## src/rtl/stack_cmd_ctrl.sv

```systemverilog
// Command front-end for a registered-input LIFO stack: strobes push/pop, waits out
// the stack latency, and returns data/status on a valid/ready response channel.
module stack_cmd_ctrl #(
    parameter int DATA_WIDTH  = 8,
    parameter int DEPTH       = 16,
    parameter int CNT_WIDTH   = 5,
    parameter int STK_LATENCY = 2
) (
    input  logic                  clk,
    input  logic                  reset,
    input  logic                  cmd_valid,
    output logic                  cmd_ready,
    input  logic                  cmd_op,
    input  logic [DATA_WIDTH-1:0] cmd_data,
    output logic                  rsp_valid,
    input  logic                  rsp_ready,
    output logic [DATA_WIDTH-1:0] rsp_data,
    output logic                  rsp_err,
    output logic                  stk_push,
    output logic                  stk_pop,
    output logic [DATA_WIDTH-1:0] stk_data,
    input  logic [DATA_WIDTH-1:0] stk_data_out,
    input  logic                  stk_error,
    output logic [CNT_WIDTH-1:0]  count,
    output logic                  fault
);

    localparam int WC_W = (STK_LATENCY > 1) ? $clog2(STK_LATENCY) : 1;

    typedef enum logic [1:0] {S_IDLE, S_ISSUE, S_WAIT, S_RESP} state_t;

    state_t          state, state_nx;
    logic            op_q;
    logic [WC_W-1:0] wait_cnt;
    logic            reject;

    // Overflow/underflow is caught against the shadow count, so the stack never sees it.
    assign reject    = cmd_op ? (count == '0) : (count == CNT_WIDTH'(DEPTH));
    assign cmd_ready = (state == S_IDLE);
    assign rsp_valid = (state == S_RESP);
    assign stk_push  = (state == S_ISSUE) && !op_q;
    assign stk_pop   = (state == S_ISSUE) && op_q;

    always_comb begin
        state_nx = state;
        case (state)
            S_IDLE:  if (cmd_valid) state_nx = reject ? S_RESP : S_ISSUE;
            S_ISSUE: state_nx = S_WAIT;
            S_WAIT:  if (wait_cnt == '0) state_nx = S_RESP;
            S_RESP:  if (rsp_ready) state_nx = S_IDLE;
            default: state_nx = S_IDLE;
        endcase
    end

    always_ff @(posedge clk or posedge reset) begin
        if (reset) begin
            state    <= S_IDLE;
            op_q     <= 1'b0;
            wait_cnt <= '0;
            stk_data <= '0;
            rsp_data <= '0;
            rsp_err  <= 1'b0;
            count    <= '0;
            fault    <= 1'b0;
        end else begin
            state <= state_nx;
            case (state)
                S_IDLE: begin
                    if (cmd_valid) begin
                        op_q     <= cmd_op;
                        stk_data <= cmd_data;
                        rsp_data <= '0;
                        rsp_err  <= reject;
                    end
                end
                S_ISSUE: wait_cnt <= WC_W'(STK_LATENCY - 1);
                S_WAIT: begin
                    if (wait_cnt != '0) begin
                        wait_cnt <= wait_cnt - 1'b1;
                    end else if (stk_error) begin
                        // Stack disagrees with the shadow count: report and latch the fault.
                        rsp_err <= 1'b1;
                        fault   <= 1'b1;
                    end else if (op_q) begin
                        count    <= count - 1'b1;
                        rsp_data <= stk_data_out;
                    end else begin
                        count <= count + 1'b1;
                    end
                end
                default: ;
            endcase
        end
    end

endmodule

```

## config.mk

```make
export PLATFORM = sky130hd
export DESIGN_NAME = stack_cmd_ctrl
export DESIGN_NICKNAME = d
export VERILOG_FILES = /design/src/rtl/stack_cmd_ctrl.sv
export SDC_FILE = /design/constraint.sdc
export NUM_CORES = 1
export LEC_CHECK = 0
export ABC_AREA = 1
export CAP_MARGIN = 15
export CORE_MARGIN = 3
export CORE_UTILIZATION = 45
export CTS_CLUSTER_DIAMETER = 150
export CTS_CLUSTER_SIZE = 28
export DETAILED_ROUTE_END_ITERATION = 10
export HOLD_SLACK_MARGIN = 0.08
export PLACE_DENSITY = 0.77
export SKIP_LAST_GASP = 1
export SYNTH_ARGS = -nofsm -noshare
export SYNTH_HDL_FRONTEND = slang
export SYNTH_SLANG_ARGS = --single-unit
```

## constraint.sdc

```tcl
create_clock -name clk -period 2 [get_ports clk]
set_clock_uncertainty 0.05 [all_clocks]
set_input_delay 0.4 -clock clk [delete_from_list [all_inputs] [get_ports clk]]
set_output_delay 0.4 -clock clk [all_outputs]
set_load 0.03 [all_outputs]
```

## Yosys cells after proc, flatten, opt, wreduce, memory -nomap -nowiden

Cells that the tools add are included.

- Bitwise gates (word level): 2
- Equality and inequality tests: 10
- Multiplexer cells: 18
- Reductions and logical operators: 13
- Add/sub/neg operators: 3

Operators with widths:

| cell | number |
|---|---|
| two-way mux 8 bit | 4 |
| one-hot mux 8 bit (2 select lines) | 1 |
| != test 2 bit, second input constant | 5 |
| AND reduction 3 bit | 3 |
| two-way mux 2 bit | 4 |
| one-hot mux 2 bit (4 select lines) | 1 |
| adder 5 x 1 -> 5 bit, second input constant | 1 |
| == test 5 bit, second input constant | 1 |
| logical NOT 5 bit | 1 |
| two-way mux 1 bit | 5 |
| two-way mux 5 bit | 1 |
| AND reduction 5 bit | 1 |
| subtractor 5 x 1 -> 5 bit, second input constant | 1 |
| == test 2 bit, second input constant | 2 |
| one-hot mux 1 bit (2 select lines) | 2 |
| AND reduction 4 bit | 1 |
| nonzero test 2 bit | 2 |
| == test 2 x 1 -> 1 bit, second input constant | 1 |
| logical AND 1 bit | 2 |
| logical NOT 2 bit | 1 |
| != test 2 x 1 -> 1 bit, second input constant | 1 |
| NOT 1 bit | 2 |
| AND reduction 2 bit | 1 |
| logical NOT 1 bit | 1 |
| subtractor 1 bit, second input constant | 1 |

- Input port bits: 22
- Flip-flop bits (word level): 27
- Output and inout port bits: 27
- Logic and storage cells: 54

## Depth between registers and ports, before layout

Gate-level depths: netlist of run 1.

- Depth after elaboration: 5
- Gate-level depth with buffers: 9

## Worst setup path before layout of run 1

OpenSTA, ideal clock, no wires.

- Path kind: reg2reg
- Start: reg state[0]
- End: reg stk_data[0]
- Clock period less this slack: 1618 ps
- Stages on the path, launching flop included: 5
- Buffers on the path: 0
- Setup time: 125 ps
- Path slack: 382 ps
- Data arrival time: 1444 ps
- Cell sequence: dfrtp_1 > inv_1 > ha_1 > nand2_2 > mux2_2

- Longest elaborated chain between the ends: 2

RTL lines:

| what | line | RTL |
|---|---|---|
| start, declared | 32 | `state_t state, state_nx;` |
| start signal, assigned | 66 | `state <= state_nx;` |
| logical NOT 2 bit | - |  |
| net cmd_ready | 12 | `output logic cmd_ready,` |
| AND reduction 2 bit (no source line) | - |  |
| end signal, assigned | 71 | `stk_data <= cmd_data;` |
| end, declared | 21 | `output logic [DATA_WIDTH-1:0] stk_data,` |

The timed path passes the listed nets, and every way through them passes these cells.
A chain may end at the register's enable or synchronous reset.

## Final worst setup path of run 1

- Start: reg count[1]
- End: out count[1]

RTL lines:

| what | line | RTL |
|---|---|---|
| start, declared | 24 | `output logic [CNT_WIDTH-1:0] count,` |
| start signal, assigned | 85 | `count <= count - 1'b1;` |
| start signal, assigned | 88 | `count <= count + 1'b1;` |

No word-level cell between the ends.

==> results.cfg, run 1 <==
[outcome]
status = complete, no violations

[clock_tree]
clk_latency_ns = 0.32
ctsRootBufferMaster = clkbuf_4
cts.sinks = 27
clk_pin_slew_worst_paths_ns = 0.15
cts_made_buffers = 3
h-tree-depth = 1
cts_tree = yes
holdBufCountCts = 0
clockBufferDepth = 2

[finish]
drive_gt1_share_pct = 13.7
final-instance-count-excl-fill = 270
multi_input_area_um2 = 698
nNetsFinal = 259
area_growth_pct = 40.4
regArea_um2 = 676
fillers = 275
n_antenna_cell = 0

[route]
viasPerCell = 4.75
routed-via-count = 1283
drtAntennaViolNets = 0
drt-total-wl_mm = 3.19
routedWlPerCell_um = 11.8
drc = 0
dr.pass1.iters = 5
drtIter0Drc = 76

[sta]
slew_viol_final = 0
setup_viol = 0
finalCriticalPeriod_ns = 1.92
setup_slack_ns = 0.0755
timing.final.crit_share_pct = 96.2
rsz0062_at_grt = false
worstMarginPinSlew_ns = 0.373
max_freq_ghz = 0.520
finalHoldViolCount = 0
relSlewSlack_pct = 75.1

[worst_setup_path]
worstSetupPathType = reg2out
path_cells = clkdlybuf4s50_1
cp_num_buf_inv = 1
cp_top_family = buffers and inverters
crit_slowest_cell = clkdlybuf4s50_1
worst-path-max-fanout = 4
critPathMaxStageDelay_ns = 0.70
cp-end-kind = output pin
start_kind = flop
crit_arrival_ns = 1.47
cp.required_ns = 1.55

[die]
core_mm2 = 0.00308
rows = 20
die_h_um = 63.3
die_x_um = 63.3
initial_utilization_pct = 47.9
ios = 49
dieArea_mm2 = 0.00400

[synthesis]
synth_xor_area_share_pct = 0.594
syn_area_per_cell_um2 = 8.73
synth_top_family_by_area = simple AND/OR/NAND/NOR gates
synth_compound_area_share_pct = 4.66
syn_nets = 201
syn_area_mm2 = 0.00148
synth_warnings = 0
syn_inst = 169
ys_ff_latch = 27
yosys.area_share.simple_pct = 27.0
synth_fa_ha_area_share_pct = 8.99
ys_types = 21
yosysSeqAreaShare_pct = 45.8
synthMuxAreaShare_pct = 6.11

[grt]
grt_pass1_vias = 1269
grt_use_total_pct = 17.0
grt_remaining_overflow = 0
grt_max_degree = 17
antenna_found_initial = 0
grt_pass1_wl_mm = 5.57

[min_path]
hp-class = in2async

[placed_design]
gp_congestion = 0.825
dp_slack_ns = 0.00227
numPortBuffers = 48
hpwl_mm = 2.59
dpl.cell_count = 265

[power_and_ir_drop]
p_sw_mw = 1.61
power.leakage_nw = 1.05
ir_worst_vdd_mv = 1.13
clock_power_share_pct = 7.0
power_frac_comb_pct = 64.4
p_int_mw = 1.73
power.density_mw_per_mm2 = 1610
power_frac_seq_pct = 28.6
swShare_pct = 48.3

[run]
cap_violations = 0
flip-flops by register name (all words and copies together), names as in the netlist:
| register | cells |
|---|---|
| state | 2 |
| op_q | 1 |
| fault | 1 |
| stk_data | 8 |
| rsp_err | 1 |
| wait_cnt | 1 |
| rsp_data | 8 |
| count | 5 |
area by class of cell:
type | count | share of cell area, %
Inverter | 24 | 4.35
Timing Repair Buffer | 54 | 25.4
Clock buffer | 4 | 1.27
Tap cell | 44 | 2.66
Sequential cell | 27 | 32.6
Multi-Input combinational cell | 117 | 33.7
final timing paths:
check                              endpoint  cells past startpoint  slack, ns        start
worst max-delay path               count[1]                      1       0.08     count[1]
worst min-delay path            rsp_data[7]                      3       0.30        reset
worst max register to register  rsp_data[4]                      9       0.33     state[1]
worst min register to register  rsp_data[6]                      2       0.44  rsp_data[6]
max in group asynchronous          count[4]                      3       1.39        reset
min in group clk                rsp_data[6]                      2       0.44  rsp_data[6]
kinds of logic after synthesis:
logic type	count (synthesis)
DFF	27
adders and majority gates	10
xor gates and xnor gates	1
AOI/OAI and AO/OA	11
and+or+nand+nor	87
buffers and inverters	25
muxes	8
stage by stage:
stage	power, mW	utilization, %	area (um2)	hold slack, ns	TNS, ns
global route	3.63	67.3	2070	0.303	0
detailed placement	3.13	66.2	2040	0.416	0
finish	3.34	67.3	2070	0.299	0
floorplan	2.40	-	1480	0.403	0
global placement	3.07	66.2	2040	0.403	0
CTS	3.35	67.0	2060	0.302	-0.101
power by group through the flow:
stage | clock network (mW) | logic, mW | registers, mW
6_report | 0.234 | 2.15 | 0.956
5_1_grt | 0.258 | 2.38 | 0.990
4_1_cts | 0.238 | 2.16 | 0.955
3_5_place_dp | 0 | 2.17 | 0.965
3_3_place_gp | 0 | 2.12 | 0.949
2_1_floorplan | 0 | 1.10 | 1.30
routing by layer:
metal,GRT usage [%],up-vias,part of all wire (%)
met5,0,-,0
li1,-,646,-
met2,31.4,32,52
met4,3.50,0,0.88
met1,19.4,601,41
met3,4.81,4,5.6
layout by cell type, fill, tap and decap left out, types with 2 or more instances in the layout:
cell type / netlist / final
clkdlybuf4s50_1: 0 / 42
inv_1: 20 / 19
dlymetal6s2s_1: 0 / 2
nand3b_1: 8 / 8
dfrtp_1: 27 / 27
inv_2: 3 / 4
mux2_2: 8 / 8
nand2_2: 3 / 3
or2_2: 2 / 2
nand3_1: 7 / 7
clkbuf_4: 0 / 3
ha_1: 9 / 9
nand2_1: 55 / 55
buf_4: 0 / 6
a21oi_1: 3 / 3
nor2_1: 10 / 10
o21ai_0: 6 / 6
cell usage after synthesis:
cell      count  area (um2)
inv_1        20        75.1
nand3_1       7        35.0
nor2_1       10        37.5
nand2_1      55         206
clkinv_1      1        3.75
buf_6         1        11.3
o21ai_0       6        30.0
nand2_4       1        11.3
fa_1          1        20.0
a21oi_1       3        15.0
o21ai_4       1        16.3
inv_2         3        11.3
o31ai_1       1        7.51
nor3_4        1        16.3
xor2_1        1        8.76
nand3b_1      8        60.1
or2_2         2        12.5
ha_1          9         113
mux2_2        8        90.1
dfrtp_1      27         676
nand2_2       3        18.8
timing repair:
| item | CTS | global route |
|---|---|---|
| gates resized for setup | 6 | 6 |
| endpoints found under the setup margin | 4 | 5 |
| setup buffers | 0 | 1 |
Power figures use the tool's default switching activity.
==> run 2, diff against run 1 <==
--- a/config.mk
+++ b/config.mk
@@ -14,6 +14,7 @@
 export DETAILED_ROUTE_END_ITERATION = 10
 export HOLD_SLACK_MARGIN = 0.08
 export PLACE_DENSITY = 0.77
+export REMOVE_ABC_BUFFERS = 1
 export SKIP_LAST_GASP = 1
 export SYNTH_ARGS = -nofsm -noshare
 export SYNTH_HDL_FRONTEND = slang
==> results.cfg, run 2 (synthesis gave the netlist of run 1 again) <==
[outcome]
status = complete, no violations

[sta]
worstMarginPinSlew_ns = 0.374
setup_viol = 0
slew_viol_final = 0
fin_hold_ws_ns = 0.393
relSlewSlack_pct = 75.0
setup_slack_ns = 0.0759
timing.final.crit_share_pct = 96.2
max_freq_ghz = 0.520
finalHoldViolCount = 0
rsz0062_at_grt = false
finalCriticalPeriod_ns = 1.92

[route]
drc = 0
viasPerCell = 4.68
drtAntennaViolNets = 0
routed-via-count = 1254
dr.pass1.iters = 4
routedWlPerCell_um = 12.6
drt-total-wl_mm = 3.38
drtIter0Drc = 48

[die]
initial_utilization_pct = 47.9
die_x_um = 63.3
core_mm2 = 0.00308
die_h_um = 63.3
ios = 49
dieArea_mm2 = 0.00400
rows = 20

[finish]
nNetsFinal = 257
top_regs = rsp_data: 8 flops, stk_data: 8 flops, count: 5 flops
layout_commonest_cell = nand2_1
area_growth_pct = 39.3
final-instance-count-excl-fill = 268
post-route-util_pct = 66.7
n_antenna_cell = 0
drive_gt1_share_pct = 13.8
final_cell_mix = nand2_1 (55), clkdlybuf4s50_1 (41), dfrtp_1 (27), inv_1 (19), nor2_1 (10)
fillers = 275

[clock_tree]
cts.sinks = 27
clk_pin_slew_worst_paths_ns = 0.15
h-tree-depth = 1
clk_latency_ns = 0.32
cts_tree = yes
ctsRootBufferMaster = clkbuf_4
cts_made_buffers = 3
clockBufferDepth = 2
holdBufCountCts = 0

[grt]
grt_max_degree = 28
grt_pass1_vias = 1364
grt_pass1_wl_mm = 5.90
grt_remaining_overflow = 0
antenna_found_initial = 0
grt_use_total_pct = 18.2

[power_and_ir_drop]
power.leakage_nw = 1.06
p_int_mw = 1.71
ir_worst_vdd_mv = 0.965
p_total_mw = 3.35
swShare_pct = 49.0
p_sw_mw = 1.64
power_frac_comb_pct = 64.4
power_frac_seq_pct = 28.5
power.density_mw_per_mm2 = 1630
clock_power_share_pct = 7.1

[worst_setup_path]
worst-path-max-fanout = 4
critPathMaxStageDelay_ns = 0.70
crit_slowest_cell = clkdlybuf4s50_1
crit_start = count[3]
cp-end-kind = output pin
rrSetupSlack_ns = 0.33
r2r-start = state[0]
crit_end = count[3]
cp.required_ns = 1.55
r2r_end = rsp_data[1]
r2r_cells = 9
worstSetupPathType = reg2out
cp.depth = 1
path_cells = clkdlybuf4s50_1
crit_arrival_ns = 1.47
start_kind = flop
cp_top_family = buffers and inverters
cp_num_buf_inv = 1

[placed_design]
dpl.cell_count = 264
dp_slack_ns = -0.00895
hpwl_mm = 2.65
numPortBuffers = 48
gp_congestion = 0.867

[min_path]
hp-class = in2async

[run]
cap_violations = 0
-- run 2: cell types whose count changed in the layout (fill, tap and decap cells not counted), sizes merged --
| cell | previous run | this run |
|---|---|---|
| dlymetal6s2s | 2 | 3 |
| clkdlybuf4s50 | 42 | 41 |
| clkdlybuf4s15 | 2 | 1 |
| buf | 6 | 4 |
| clkinv | 1 | 2 |
-- run 2: cell type report --
| type | count | area (um2) | share of cell area [%] |
|---|---|---|---|
| well taps | 44 | 55.1 | 2.68 |
| clock inverters | 1 | 5.00 | 0.244 |
| clock buffers | 3 | 22.5 | 1.10 |
| flip-flops and latches | 27 | 676 | 32.9 |
| repair buffers | 52 | 508 | 24.7 |
| multi-input cells | 117 | 698 | 34.0 |
| inverters | 24 | 90.1 | 4.38 |
-- run 2: power by group through the flow --
stage | Combinational (mW) | Sequential, mW | Clock, mW
finish | 2.16 | 0.955 | 0.238
CTS | 2.19 | 0.954 | 0.246
floorplan | 1.08 | 1.30 | 0
global placement | 2.12 | 0.948 | 0
global route | 2.38 | 0.994 | 0.265
detailed placement | 2.20 | 0.966 | 0
-- run 2: timing repair --
action	in CTS	in global routing
endpoints found under the setup margin	4	6
setup buffers	0	0
gates resized for setup	6	8
hold endpoints to repair	0	0
gates cloned	0	0
-- run 2: layer usage --
metal	share of wire, %	global-route usage (%)	up-vias
met5	0	0	-
li1	-	-	637
met4	0.36	3.23	0
met2	53	35.3	26
met1	42	20.8	589
met3	3.8	3.03	2
-- run 2: worst min path at each step --
stage | end | slack [ns]
after floorplan | count[0] | 0.40
after global placement | fault | 0.40
after detailed placement | rsp_data[6] | 0.41
after CTS | stk_data[2] | 0.41
after global routing | stk_data[0] | 0.40
final | stk_data[6] | 0.39
-- run 2: stage by stage --
stage | setup TNS, ns | instance area, um2
2_1_floorplan | 0 | 1460
3_3_place_gp | 0 | 2030
3_5_place_dp | -0.00895 | 2030
4_1_cts | -0.102 | 2050
5_1_grt | 0 | 2050
6_report | 0 | 2050
